### config.mk
export PLATFORM = sky130hd
export DESIGN_NAME = fetch_predict_stage
export DESIGN_NICKNAME = d
export VERILOG_FILES = /design/src/rtl/fetch_predict_stage_pkg.sv /design/src/rtl/branch_predictor_table.sv /design/src/rtl/fetch_predict_stage.sv
export SDC_FILE = /design/constraint.sdc
export NUM_CORES = 1
export LEC_CHECK = 0
export ABC_AREA = 1
export CORE_ASPECT_RATIO = 0.6
export CORE_MARGIN = 3
export CORE_UTILIZATION = 25
export DETAILED_ROUTE_END_ITERATION = 8
export SLEW_MARGIN = 20
export SYNTH_ARGS = -nofsm -noshare
export SYNTH_HDL_FRONTEND = slang
export SYNTH_SLANG_ARGS = --single-unit
### constraint.sdc
create_clock -name clk -period 5.3 [get_ports clk]
set_clock_uncertainty 0.05 [all_clocks]
set_input_delay 0.53 -clock clk [delete_from_list [all_inputs] [get_ports clk]]
set_output_delay 0.53 -clock clk [all_outputs]
set_load 0.005 [all_outputs]
### src/rtl/fetch_predict_stage_pkg.sv
// Shared constants, counter encoding and saturating counter update for the fetch stage.
package fetch_predict_stage_pkg;

  localparam int          PC_W      = 16;
  localparam logic [15:0] NOP_INSTR = 16'h0000;
  localparam logic [3:0]  OPC_HLT   = 4'hF;

  typedef enum logic [1:0] {
    SNT = 2'b00,
    WNT = 2'b01,
    WT  = 2'b10,
    ST  = 2'b11
  } ctr_t;

  function automatic ctr_t ctr_next(input ctr_t c, input logic taken);
    ctr_t r;
    r = c;
    if (taken) begin
      if (c != ST) r = ctr_t'(c + 2'd1);
    end else begin
      if (c != SNT) r = ctr_t'(c - 2'd1);
    end
    return r;
  endfunction

endpackage

### src/rtl/branch_predictor_table.sv
// Direct-mapped 2-bit counter table plus BTB; combinational lookup, clocked training.
module branch_predictor_table
  import fetch_predict_stage_pkg::*;
#(
  parameter int IDX_W = 3
) (
  input  logic              clk,
  input  logic              rst_n,
  input  logic [PC_W-1:1]   lookup_pc,
  output logic              pred_taken,
  output logic [PC_W-1:0]   pred_target,
  input  logic              train_en,
  input  logic              train_taken,
  input  logic [PC_W-1:1]   train_pc,
  input  logic [PC_W-1:0]   train_target
);

  localparam int N     = 1 << IDX_W;
  localparam int TAG_W = PC_W - IDX_W - 1;

  ctr_t              ctr    [N];
  logic              valid  [N];
  logic [TAG_W-1:0]  tag    [N];
  logic [PC_W-1:0]   target [N];

  logic [IDX_W-1:0]  ri, wi;
  logic [TAG_W-1:0]  rtag, wtag;

  assign ri   = lookup_pc[IDX_W:1];
  assign rtag = lookup_pc[PC_W-1:IDX_W+1];
  assign wi   = train_pc[IDX_W:1];
  assign wtag = train_pc[PC_W-1:IDX_W+1];

  // Reads see pre-training state; a same-index write lands next cycle.
  assign pred_taken  = ctr[ri][1] & valid[ri] & (tag[ri] == rtag);
  assign pred_target = target[ri];

  always_ff @(posedge clk or negedge rst_n) begin
    if (!rst_n) begin
      for (int k = 0; k < N; k++) begin
        ctr[k]    <= WNT;
        valid[k]  <= 1'b0;
        tag[k]    <= '0;
        target[k] <= '0;
      end
    end else if (train_en) begin
      ctr[wi] <= ctr_next(ctr[wi], train_taken);
      // Not-taken outcomes leave the BTB entry in place.
      if (train_taken) begin
        valid[wi]  <= 1'b1;
        tag[wi]    <= wtag;
        target[wi] <= train_target;
      end
    end
  end

endmodule

### src/rtl/fetch_predict_stage.sv
// Fetch stage: PC, next-PC selection, halt tracking and IF/ID pipeline register.
module fetch_predict_stage
  import fetch_predict_stage_pkg::*;
#(
  parameter int          BHT_IDX_W = 3,
  parameter logic [15:0] RESET_PC  = 16'h0000
) (
  input  logic        clk,
  input  logic        rst_n,
  input  logic        PC_stall,
  input  logic        IF_ID_stall,
  input  logic        IF_flush,
  input  logic        update_PC,
  input  logic [15:0] actual_target,
  input  logic        ID_Branch,
  input  logic        ID_taken,
  input  logic [15:0] ID_PC,
  input  logic [15:0] ID_target,
  output logic [15:0] instr_addr,
  input  logic [15:0] instr_data,
  output logic [15:0] PC_curr,
  output logic [15:0] IF_ID_instr,
  output logic [15:0] IF_ID_PC_plus2,
  output logic        IF_ID_pred_taken,
  output logic [15:0] IF_ID_pred_target,
  output logic        halted
);

  logic [PC_W-1:0] pc, pc_plus2, pc_next, pred_target;
  logic            pred_taken, hold_halt, halt_next, train_en;
  logic            unused;

  assign pc_plus2   = pc + 16'd2;
  assign instr_addr = pc;
  assign PC_curr    = pc;
  assign train_en   = ID_Branch & ~IF_ID_stall;
  assign hold_halt  = halted | ((instr_data[15:12] == OPC_HLT) & ~IF_flush);
  assign unused     = ID_PC[0];

  branch_predictor_table #(.IDX_W(BHT_IDX_W)) u_bpt (
    .clk          (clk),
    .rst_n        (rst_n),
    .lookup_pc    (pc[PC_W-1:1]),
    .pred_taken   (pred_taken),
    .pred_target  (pred_target),
    .train_en     (train_en),
    .train_taken  (ID_taken),
    .train_pc     (ID_PC[PC_W-1:1]),
    .train_target (ID_target)
  );

  always_comb begin
    pc_next   = pc;
    halt_next = halted;
    if (!PC_stall) begin
      if (update_PC) begin
        pc_next   = actual_target;
        halt_next = 1'b0;
      end else if (hold_halt) begin
        halt_next = 1'b1;
      end else if (pred_taken) begin
        pc_next = pred_target;
      end else begin
        pc_next = pc_plus2;
      end
    end
  end

  always_ff @(posedge clk or negedge rst_n) begin
    if (!rst_n) begin
      pc     <= RESET_PC;
      halted <= 1'b0;
    end else begin
      pc     <= pc_next;
      halted <= halt_next;
    end
  end

  always_ff @(posedge clk or negedge rst_n) begin
    if (!rst_n) begin
      IF_ID_instr       <= NOP_INSTR;
      IF_ID_PC_plus2    <= '0;
      IF_ID_pred_taken  <= 1'b0;
      IF_ID_pred_target <= '0;
    end else if (!IF_ID_stall) begin
      if (IF_flush) begin
        IF_ID_instr       <= NOP_INSTR;
        IF_ID_PC_plus2    <= '0;
        IF_ID_pred_taken  <= 1'b0;
        IF_ID_pred_target <= '0;
      end else begin
        IF_ID_instr       <= instr_data;
        IF_ID_PC_plus2    <= pc_plus2;
        IF_ID_pred_taken  <= pred_taken;
        IF_ID_pred_target <= pred_target;
      end
    end
  end

endmodule
==> results of run 1 <==
-- worst min-delay path by stage --
stage                          startpoint                             to  cells past startpoint
2_1_floorplan                       rst_n  IF_ID_PC_plus2[0]$_DFFE_PN0N_                      0
3_5_place_dp   u_bpt.valid[0]$_DFFE_PN0P_     u_bpt.valid[0]$_DFFE_PN0P_                      2
4_1_cts                             rst_n      u_bpt.tag[57]$_DFFE_PN0P_                      1
3_3_place_gp   u_bpt.valid[7]$_DFFE_PN0P_     u_bpt.valid[7]$_DFFE_PN0P_                      2
5_1_grt                             rst_n      u_bpt.tag[57]$_DFFE_PN0P_                      1
6_report                            rst_n      u_bpt.tag[57]$_DFFE_PN0P_                      1
-- synth_stat cells --
| library cell | n | area, um2 |
|---|---|---|
| nand2_1 | 512 | 1920 |
| o21ai_0 | 339 | 1700 |
| dfrtp_1 | 306 | 7660 |
| nor2_1 | 128 | 480 |
| nand3_1 | 123 | 616 |
| inv_1 | 117 | 439 |
| clkbuf_1 | 65 | 244 |
| a21oi_1 | 28 | 140 |
| buf_2 | 28 | 140 |
| o22ai_1 | 22 | 138 |
| buf_4 | 20 | 150 |
| o221ai_1 | 15 | 131 |
| o21ai_1 | 14 | 70.1 |
| a21oi_2 | 9 | 78.8 |
| buf_1 | 9 | 33.8 |
| nand2_2 | 9 | 56.3 |
| nand3_2 | 9 | 90.1 |
| xor2_1 | 9 | 78.8 |
| buf_6 | 8 | 90.1 |
| dfstp_2 | 8 | 210 |
| nor3_1 | 4 | 20.0 |
| inv_2 | 3 | 11.3 |
| nand4_1 | 3 | 18.8 |
| clkinv_1 | 2 | 7.51 |
| nor2_4 | 2 | 22.5 |
| nor4_1 | 2 | 12.5 |
| a21o_1 | 1 | 7.51 |
| ha_1 | 1 | 12.5 |
| inv_4 | 1 | 6.26 |
| mux2_2 | 1 | 11.3 |
| nand2_4 | 1 | 11.3 |
| nand3b_1 | 1 | 7.51 |
| nand4_2 | 1 | 12.5 |
| nor3_2 | 1 | 10.0 |
| o211ai_2 | 1 | 12.5 |
| o31ai_1 | 1 | 7.51 |
| o41ai_1 | 1 | 8.76 |
| or2_0 | 1 | 6.26 |
| or2_2 | 1 | 6.26 |
| xnor2_1 | 1 | 8.76 |
-- through the flow --
stage          hold slack (ns)  utilization [%]  total power, mW  setup slack [ns]  instances
5_1_grt                 0.0591             30.7             7.61              1.67       2674
3_5_place_dp             0.403             28.9             4.94              1.86       2620
4_1_cts                 0.0484             30.7             7.23              1.84       2674
2_1_floorplan            0.184                -             4.20              3.23       1808
6_report              -0.00370             30.7             7.18              1.95       2674
3_3_place_gp             0.399             28.9             4.88              1.84       2620
-- layer usage --
metal,GRT usage [%],wire [um],vias up
li1,-,-,6024
met1,21.2,21600,6217
met2,22.3,20000,376
met3,2.21,2460,53
met4,2.18,584,0
met5,0,0,-
-- cell type report --
| type | count | area share [%] |
|---|---|---|
| clock buffer | 43 | 5.01 |
| multi-input combinational | 1241 | 32.3 |
| clock inverter | 11 | 0.790 |
| sequential | 314 | 44.4 |
| timing repair buffer | 172 | 9.49 |
| tap | 770 | 5.43 |
| inverter | 123 | 2.62 |
-- registers in the layout, indices dropped and copies added, names as in the netlist --
name	cells
u_bpt.target	128
u_bpt.tag	96
IF_ID_PC_plus2	16
IF_ID_instr	16
IF_ID_pred_target	16
PC_curr	16
u_bpt.ctr	16
u_bpt.valid	8
IF_ID_pred_taken	1
halted	1
-- power by group --
| part | leakage (nW) | internal (mW) | switching (mW) |
|---|---|---|---|
| registers | 3.98 | 2.84 | 0.275 |
| logic | 3.66 | 0.686 | 1.10 |
| clock network | 0.511 | 1.31 | 0.975 |
-- logic make-up (layout without fill, tap and decap cells) --
| group | after synthesis | after routing |
|---|---|---|
| simple gates | 798 | 798 |
| compound gates | 431 | 431 |
| flops | 314 | 314 |
| buf+inv | 253 | 349 |
| xor+xnor | 10 | 10 |
| fa+ha+maj | 1 | 1 |
| mux | 1 | 1 |
-- cell usage in the layout, fill, tap and decap left out, types with 3 or more instances in the layout --
cell	netlist	layout
inv_2	3	3
xor2_1	9	9
o21ai_0	339	338
o21ai_1	14	15
clkdlybuf4s50_1	0	150
bufinv_16	0	3
nand4_1	3	3
o221ai_1	15	15
buf_4	20	19
nand2_1	512	504
nand3_2	9	9
clkbuf_16	0	29
nand2_4	1	3
nor3_1	4	4
inv_1	117	117
dfstp_2	8	8
dfrtp_1	306	303
clkinv_2	0	5
nand2_2	9	15
o22ai_1	22	22
a21oi_2	9	9
nor2_1	128	128
a21oi_1	28	28
clkbuf_1	65	3
nand3_1	123	123
clkbuf_8	0	11
-- worst reg2reg max path, stage by stage (launching register included) --
cell and delay, ns:
dfrtp_4 0.71, inv_4 0.38, buf_4 0.39, buf_4 0.25, o21ai_0 0.16, o22ai_1 0.10, o21ai_0 0.73, nand3_1 0.28
nand3_2 0.14, a21oi_2 0.05
==> results.py, run 1 <==
metrics = {
    "run_status": {
        "status": "finished with violations",
        "violations": "hold timing",
    },
    "clocking": {
        "postCtsSetupBuffers": 0,
        "clk_pin_slew_ns": 0.07,
        "cts-htree-levels": 1,
        "clk_latency_ns": 0.57,
        "cts_tree": "built",
        "clock-sinks": 314,
        "hold_buffers": 0,
        "numCtsBuffers": 29,
        "clock_path_buffers": 3,
        "cts_resized": 0,
        "cts-root-buf": "clkbuf_16",
    },
    "timing": {
        "hold_viol_final": 9,
        "finalCritPeriodShare_pct": 63.3,
        "final-setup-viol-count": 0,
        "period_minus_slack_ns": 3.35,
        "hold_slack_ns": -0.00370,
        "slew_headroom_pct": 30.8,
        "fmax_ghz": 0.298,
        "tns_ns": 0,
        "drv_slew": 0,
        "rsz0062_at_grt": "false",
        "worst_pin_slew_ns": 1.03,
    },
    "setup_path": {
        "cp.depth": 9,
        "crit_start": "PC_curr[1]$_DFFE_PN0P_",
        "cp_slowest_cell": "o21ai_0",
        "critPathKind": "flop to flop",
        "reg2reg_slack_ns": 1.95,
        "reg2reg_from": "PC_curr[1]$_DFFE_PN0P_",
        "endpoint": "PC_curr[12]$_DFFE_PN0P_",
        "critPathRequiredTime_ns": 5.71,
        "arrival_ns": 3.76,
        "worstSetupEndpointType": "flop",
        "rr_endpoint": "PC_curr[12]$_DFFE_PN0P_",
        "crit_path_cell_trace": "inv_4, buf_4, buf_4, o21ai_0, o22ai_1, o21ai_0, nand3_1, nand3_2, a21oi_2",
        "critPathBufInv": 3,
        "r2r_cells": 9,
        "cp_top_family": "compound AO/OA/AOI/OAI gates",
        "path_max_fanout": 68,
        "crit_path_max_incr_delay_ns": 0.73,
        "start_kind": "flop",
    },
    "floorplanning": {
        "die-width_um": 319,
        "num_io_pins": 154,
        "die_y_um": 194,
        "die_area_mm2": 0.0618,
        "initial_utilization_pct": 25.4,
        "coreArea_mm2": 0.0578,
        "fp-row-count": 68,
    },
    "min_path": {
        "min_path_type": "primary input to async pin",
    },
    "synthesis": {
        "synth_seq_cells": 314,
        "synthDistinctLibCells": 40,
        "yosys.area_share.simple_pct": 22.4,
        "synth_top_family_by_area": "simple AND/OR/NAND/NOR gates",
        "netlist_instances": 1808,
        "ys_seq_area_share_pct": 53.6,
        "synth_nets": 1881,
        "synth_warnings": 0,
        "synth_compound_area_share_pct": 15.6,
        "syn_avg_cell_area_um2": 8.12,
        "synthAdderAreaFrac_pct": 0.0852,
        "synth_xor_area_share_pct": 0.596,
        "muxShareOfSynthArea_pct": 0.0767,
        "synthesis.area_mm2": 0.0147,
    },
    "cells_and_area": {
        "syn_to_final_growth_pct": 20.8,
        "design_area_mm2": 0.0177,
        "fin_nets": 1954,
        "drive_gt1_share_pct": 6.88,
        "diodes": 0,
        "num-fill-cells": 6023,
        "multi_input_comb_area_mm2": 0.00572,
        "seq_area_mm2": 0.00787,
    },
    "place": {
        "place_congestion": 0.817,
        "hpwl_um": 28700,
        "place_area_mm2": 0.0167,
        "port_buffers": 152,
    },
    "power_and_ir_drop": {
        "p_leak_nw": 8.16,
        "power_density_mw_per_mm2": 405,
        "max-vdd-ir-drop_mv": 0.242,
    },
    "global_route": {
        "grt_overflow": 0,
        "grt_pass1_vias": 12397,
        "grt_max_degree": 122,
        "grt_pass1_wl_um": 72100,
        "grtUsageTotal_pct": 14.3,
        "antenna_found_initial": 0,
    },
    "detailed_routing": {
        "drt-total-wl_um": 44600,
        "avgRoutedWirePerCell_um": 16.7,
        "first_pass_iters": 5,
        "drtAntennaViolNets": 0,
        "vias": 12670,
        "drt_iter0_markers": 1288,
        "viasPerCell": 4.74,
        "drcViolationCount": 0,
    },
    "job": {
        "maxCapViolCount": 0,
    },
}
Power figures use the tool's default switching activity.
==> run 2: changes to the inputs <==
==> constraint.sdc (replaced) <==
create_clock -name clk -period 3.1 [get_ports clk]
set_clock_uncertainty 0.05 [all_clocks]
set_input_delay 0.31 -clock clk [delete_from_list [all_inputs] [get_ports clk]]
set_output_delay 0.31 -clock clk [all_outputs]
set_load 0.005 [all_outputs]
==> results.py, run 2 (synthesis gave the netlist of run 1 again) <==
metrics = {
    "floorplanning": {
        "coreArea_mm2": 0.0578,
        "die_y_um": 194,
        "num_io_pins": 154,
        "die-width_um": 319,
        "die_area_mm2": 0.0618,
        "initial_utilization_pct": 25.4,
        "fp-row-count": 68,
    },
    "setup_path": {
        "worstSetupEndpointType": "flop",
        "cp_top_family": "simple AND/OR/NAND/NOR gates",
        "critPathRequiredTime_ns": 3.51,
        "cp_slowest_cell": "dfrtp_4",
        "reg2reg_slack_ns": 0.36,
        "critPathBufInv": 2,
        "crit_path_max_incr_delay_ns": 0.52,
        "critPathKind": "flop to flop",
        "arrival_ns": 3.14,
        "crit_top_cell": "nand2_1",
        "path_max_fanout": 37,
        "reg2reg_from": "PC_curr[1]$_DFFE_PN0P_",
        "start_kind": "flop",
        "r2r_cells": 15,
        "rr_endpoint": "PC_curr[0]$_DFFE_PN0P_",
        "crit_path_cell_trace": "inv_6, buf_4, nand3_1, nand3_1, nand2_1, nand2_1, nand2_1, nor2_1, nand2_1, nor2_4, nand2_4, nand2_1, nand2_1, nor2_1, nor2_1",
    },
    "clocking": {
        "clk_pin_slew_ns": 0.07,
        "cts_tree": "built",
        "numCtsBuffers": 28,
        "clock_path_buffers": 3,
        "cts-root-buf": "clkbuf_16",
        "postCtsSetupBuffers": 0,
        "clk_latency_ns": 0.57,
        "clock-sinks": 314,
        "cts-htree-levels": 1,
    },
    "detailed_routing": {
        "drcViolationCount": 0,
        "drt-total-wl_um": 44500,
        "first_pass_iters": 6,
        "drtAntennaViolNets": 0,
        "viasPerCell": 4.76,
        "drt_iter0_markers": 1365,
        "vias": 12793,
        "avgRoutedWirePerCell_um": 16.6,
    },
    "global_route": {
        "grt_overflow": 0,
        "antenna_found_initial": 1,
        "grt_pass1_wl_um": 71600,
        "grt_max_degree": 88,
        "grtUsageTotal_pct": 14.3,
        "grt_pass1_vias": 12306,
    },
    "power_and_ir_drop": {
        "p_leak_nw": 8.20,
        "power_density_mw_per_mm2": 673,
        "max-vdd-ir-drop_mv": 0.370,
    },
    "cells_and_area": {
        "syn_to_final_growth_pct": 21.5,
        "largest_register": "u_bpt.target",
        "final_cell_mix": "nand2_1, o21ai_0, dfrtp_1",
        "drive_gt1_share_pct": 7.50,
        "largestRegisters": "u_bpt.target (128), u_bpt.tag (96)",
        "utilization_pct": 30.9,
        "fin_nets": 1973,
        "diodes": 0,
        "design_area_mm2": 0.0178,
        "largest_reg_flops": 128,
        "layout_commonest_cell": "nand2_1",
        "num-fill-cells": 6003,
    },
    "timing": {
        "slew_headroom_pct": 51.8,
        "final-setup-viol-count": 0,
        "tns_ns": 0,
        "worst_pin_slew_ns": 0.719,
        "drv_slew": 0,
        "finalCritPeriodShare_pct": 88.3,
        "fin_ws_ns": 0.363,
        "rsz0062_at_grt": "false",
        "hold_viol_final": 0,
        "fmax_ghz": 0.365,
        "period_minus_slack_ns": 2.74,
    },
    "place": {
        "place_congestion": 0.827,
        "hpwl_um": 29400,
        "port_buffers": 152,
        "pre_cts_ws_ns": 0.312,
        "place_area_mm2": 0.0169,
    },
    "run_status": {
        "status": "complete, no violations",
    },
    "min_path": {
        "min_path_type": "primary input to async pin",
    },
    "job": {
        "maxCapViolCount": 0,
    },
}
run 2: cell type report:
class / instances / area [um2] / share of cell area [%]
clock buffer: 38 / 788 / 4.42
clock inverter: 12 / 115 / 0.645
inverter: 123 / 467 / 2.62
multi-input combinational: 1241 / 5710 / 32.0
sequential: 314 / 7870 / 44.1
tap: 770 / 963 / 5.40
timing repair buffer: 192 / 1920 / 10.7
run 2: where the power goes:
part | switching (mW) | internal (mW)
clock network | 1.63 | 1.88
registers | 0.456 | 4.86
logic | 1.91 | 1.26
run 2: per-layer routing:
layer  global-route usage [%]  share of wire (%)
met3                     2.33                6.5
met5                        0              0.049
met1                     21.4                 48
met4                     1.99                1.1
met2                     22.0                 45
run 2: metrics by stage:
stage / power, mW / cells / hold WS, ns
final: 12.0 / 2690 / 0.224
after global routing: 12.7 / 2690 / 0.243
after CTS: 12.1 / 2690 / 0.223
after detailed placement: 8.54 / 2639 / 0.213
after global placement: 8.45 / 2639 / 0.209
after floorplan: 7.19 / 1808 / -0.0356
run 2: worst max-delay path by stage:
| stage | startpoint | cells past startpoint | to | slack (ns) |
|---|---|---|---|---|
| floorplan | PC_curr[1]$_DFFE_PN0P_ | 14 | PC_curr[12]$_DFFE_PN0P_ | 1.07 |
| global placement | PC_curr[1]$_DFFE_PN0P_ | 15 | PC_curr[0]$_DFFE_PN0P_ | 0.25 |
| detailed placement | PC_curr[1]$_DFFE_PN0P_ | 15 | PC_curr[0]$_DFFE_PN0P_ | 0.31 |
| CTS | PC_curr[1]$_DFFE_PN0P_ | 15 | PC_curr[0]$_DFFE_PN0P_ | 0.29 |
| global route | PC_curr[1]$_DFFE_PN0P_ | 14 | PC_curr[0]$_DFFE_PN0P_ | 0.06 |
| finish | PC_curr[1]$_DFFE_PN0P_ | 15 | PC_curr[0]$_DFFE_PN0P_ | 0.36 |
run 2: what timing repair did:
item	4_1_cts	5_1_grt
hold endpoints to repair	45	0
resized for setup	0	2
setup endpoints to repair	0	1
hold buffers	1	0
==> run 3: changes to the inputs <==
--- a/config.mk
+++ b/config.mk
@@ -7,9 +7,9 @@
 export LEC_CHECK = 0
 export ABC_AREA = 1
 export CORE_ASPECT_RATIO = 0.6
-export CORE_MARGIN = 3
 export CORE_UTILIZATION = 25
 export DETAILED_ROUTE_END_ITERATION = 8
+export SKIP_LAST_GASP = 1
 export SLEW_MARGIN = 20
 export SYNTH_ARGS = -nofsm -noshare
 export SYNTH_HDL_FRONTEND = slang
==> results.py, run 3 (synthesis gave the netlist of run 1 again) <==
metrics = {
    "global_route": {
        "antenna_found_initial": 1,
        "grt_max_degree": 84,
        "grt_overflow": 0,
        "grt_pass1_wl_um": 70500,
        "grt_pass1_vias": 12373,
        "grtUsageTotal_pct": 14.8,
    },
    "cells_and_area": {
        "diodes": 0,
        "layout_commonest_cell": "nand2_1",
        "seq_area_mm2": 0.00787,
        "multi_input_comb_area_mm2": 0.00571,
        "utilization_pct": 30.9,
        "fin_nets": 1972,
        "num-fill-cells": 6027,
        "largest_reg_flops": 128,
        "drive_gt1_share_pct": 7.39,
        "syn_to_final_growth_pct": 21.7,
        "design_area_mm2": 0.0179,
        "largest_register": "u_bpt.target",
        "final_cell_mix": "nand2_1, o21ai_0, dfrtp_1",
        "largestRegisters": "u_bpt.target (128), u_bpt.tag (96)",
    },
    "timing": {
        "finalCritPeriodShare_pct": 91.5,
        "fin_ws_ns": 0.264,
        "period_minus_slack_ns": 2.84,
        "slew_headroom_pct": 52.2,
        "hold_slack_ns": 0.252,
        "fmax_ghz": 0.353,
        "worst_pin_slew_ns": 0.716,
        "hold_viol_final": 0,
        "tns_ns": 0,
        "rsz0062_at_grt": "false",
        "drv_slew": 0,
        "final-setup-viol-count": 0,
    },
    "place": {
        "hpwl_um": 29100,
        "place_area_mm2": 0.0169,
        "place_congestion": 0.824,
        "port_buffers": 152,
        "pre_cts_ws_ns": 0.328,
    },
    "power_and_ir_drop": {
        "clock_power_share_pct": 29.3,
        "p_int_mw": 8.08,
        "power_frac_seq_pct": 44.1,
        "p_sw_share_pct": 32.9,
        "max-vdd-ir-drop_mv": 0.328,
        "power_density_mw_per_mm2": 674,
        "p_leak_nw": 8.20,
        "combPwrFrac_pct": 26.5,
        "switching_power_mw": 3.96,
    },
    "setup_path": {
        "critPathKind": "flop to flop",
        "path_max_fanout": 83,
        "arrival_ns": 3.27,
        "r2r_cells": 9,
        "rr_endpoint": "PC_curr[15]$_DFFE_PN0P_",
        "worstSetupEndpointType": "flop",
        "reg2reg_slack_ns": 0.26,
        "critPathRequiredTime_ns": 3.54,
        "reg2reg_from": "PC_curr[1]$_DFFE_PN0P_",
        "start_kind": "flop",
    },
    "detailed_routing": {
        "viasPerCell": 4.72,
        "drcViolationCount": 10,
        "first_pass_iters": 7,
        "drt-total-wl_um": 44200,
        "drtAntennaViolNets": 0,
        "vias": 12696,
        "avgRoutedWirePerCell_um": 16.4,
        "drt_iter0_markers": 1328,
    },
    "floorplanning": {
        "num_io_pins": 154,
        "die_y_um": 190,
        "die-width_um": 315,
        "coreArea_mm2": 0.0578,
        "die_area_mm2": 0.0597,
        "initial_utilization_pct": 25.4,
        "fp-row-count": 68,
    },
    "clocking": {
        "postCtsSetupBuffers": 0,
        "clock-sinks": 314,
        "hold_buffers": 1,
        "clk_pin_slew_ns": 0.07,
        "cts_tree": "built",
        "cts_resized": 0,
        "numCtsBuffers": 28,
        "cts-root-buf": "clkbuf_16",
        "clk_latency_ns": 0.57,
        "clock_path_buffers": 3,
        "cts-htree-levels": 1,
    },
    "job": {
        "maxCapViolCount": 0,
    },
    "min_path": {
        "min_to": "IF_ID_instr[2]$_DFFE_PN0N_",
        "worstHoldPathCells": 3,
        "min_path_type": "primary input to flop",
        "hp-start": "instr_data[2]",
    },
    "run_status": {
        "status": "finished with violations",
        "violations": "DRC",
    },
}
## run 3: cell types whose count changed in the layout (fill, tap and decap cells not counted)
cell	previous run	this run
clkinv_2	7	4
buf_12	7	9
inv_6	2	0
clkinvlp_4	0	2
clkinv_8	2	1
clkbuf_8	5	8
inv_4	0	1
clkinv_4	1	0
clkbuf_1	5	8
buf_6	1	0
buf_4	31	29
## run 3: worst max-delay path by stage
| stage | startpoint | end | cells past startpoint |
|---|---|---|---|
| floorplan | PC_curr[1]$_DFFE_PN0P_ | PC_curr[12]$_DFFE_PN0P_ | 14 |
| global placement | PC_curr[1]$_DFFE_PN0P_ | PC_curr[0]$_DFFE_PN0P_ | 16 |
| detailed placement | PC_curr[1]$_DFFE_PN0P_ | PC_curr[0]$_DFFE_PN0P_ | 14 |
| CTS | PC_curr[1]$_DFFE_PN0P_ | PC_curr[3]$_DFFE_PN0P_ | 14 |
| global route | PC_curr[1]$_DFFE_PN0P_ | PC_curr[0]$_DFFE_PN0P_ | 16 |
| finish | PC_curr[1]$_DFFE_PN0P_ | PC_curr[15]$_DFFE_PN0P_ | 9 |
## run 3: layout make-up
class	count	share of cell area, %
Clock buffer	44	4.71
Clock inverter	8	0.455
Inverter	123	2.60
Multi-Input combinational cell	1241	32.0
Sequential cell	314	44.1
Tap cell	770	5.39
Timing Repair Buffer	191	10.8
## run 3: per-layer routing
metal | track usage [%] | share of wire [%]
met2 | 22.3 | 44
met1 | 21.7 | 49
met3 | 3.17 | 6.1
met4 | 3.04 | 1.5
met5 | 0 | 0.050
## run 3: worst max-delay path: stages (launching register included)
cell	delay [ns]
dfrtp_4	0.46
buf_12	0.32
ha_1	0.30
nand4_1	0.20
nor4_1	0.54
nand4_1	0.36
xor2_1	0.25
nand2_1	0.09
nand3_1	0.07
a21oi_1	0.13
## run 3: per-stage QoR
step / std cells / power, mW
CTS: 2691 / 12.1
global placement: 2638 / 8.46
finish: 2691 / 12.0
floorplan: 1808 / 7.19
global route: 2691 / 12.8
detailed placement: 2638 / 8.56
## run 3: power groups by stage
| stage | logic [mW] | clock network, mW | registers, mW |
|---|---|---|---|
| floorplan | 1.92 | 0 | 5.26 |
| global placement | 3.11 | 0 | 5.34 |
| detailed placement | 3.18 | 0 | 5.38 |
| CTS | 3.19 | 3.62 | 5.31 |
| global route | 3.59 | 3.81 | 5.40 |
| finish | 3.19 | 3.53 | 5.31 |
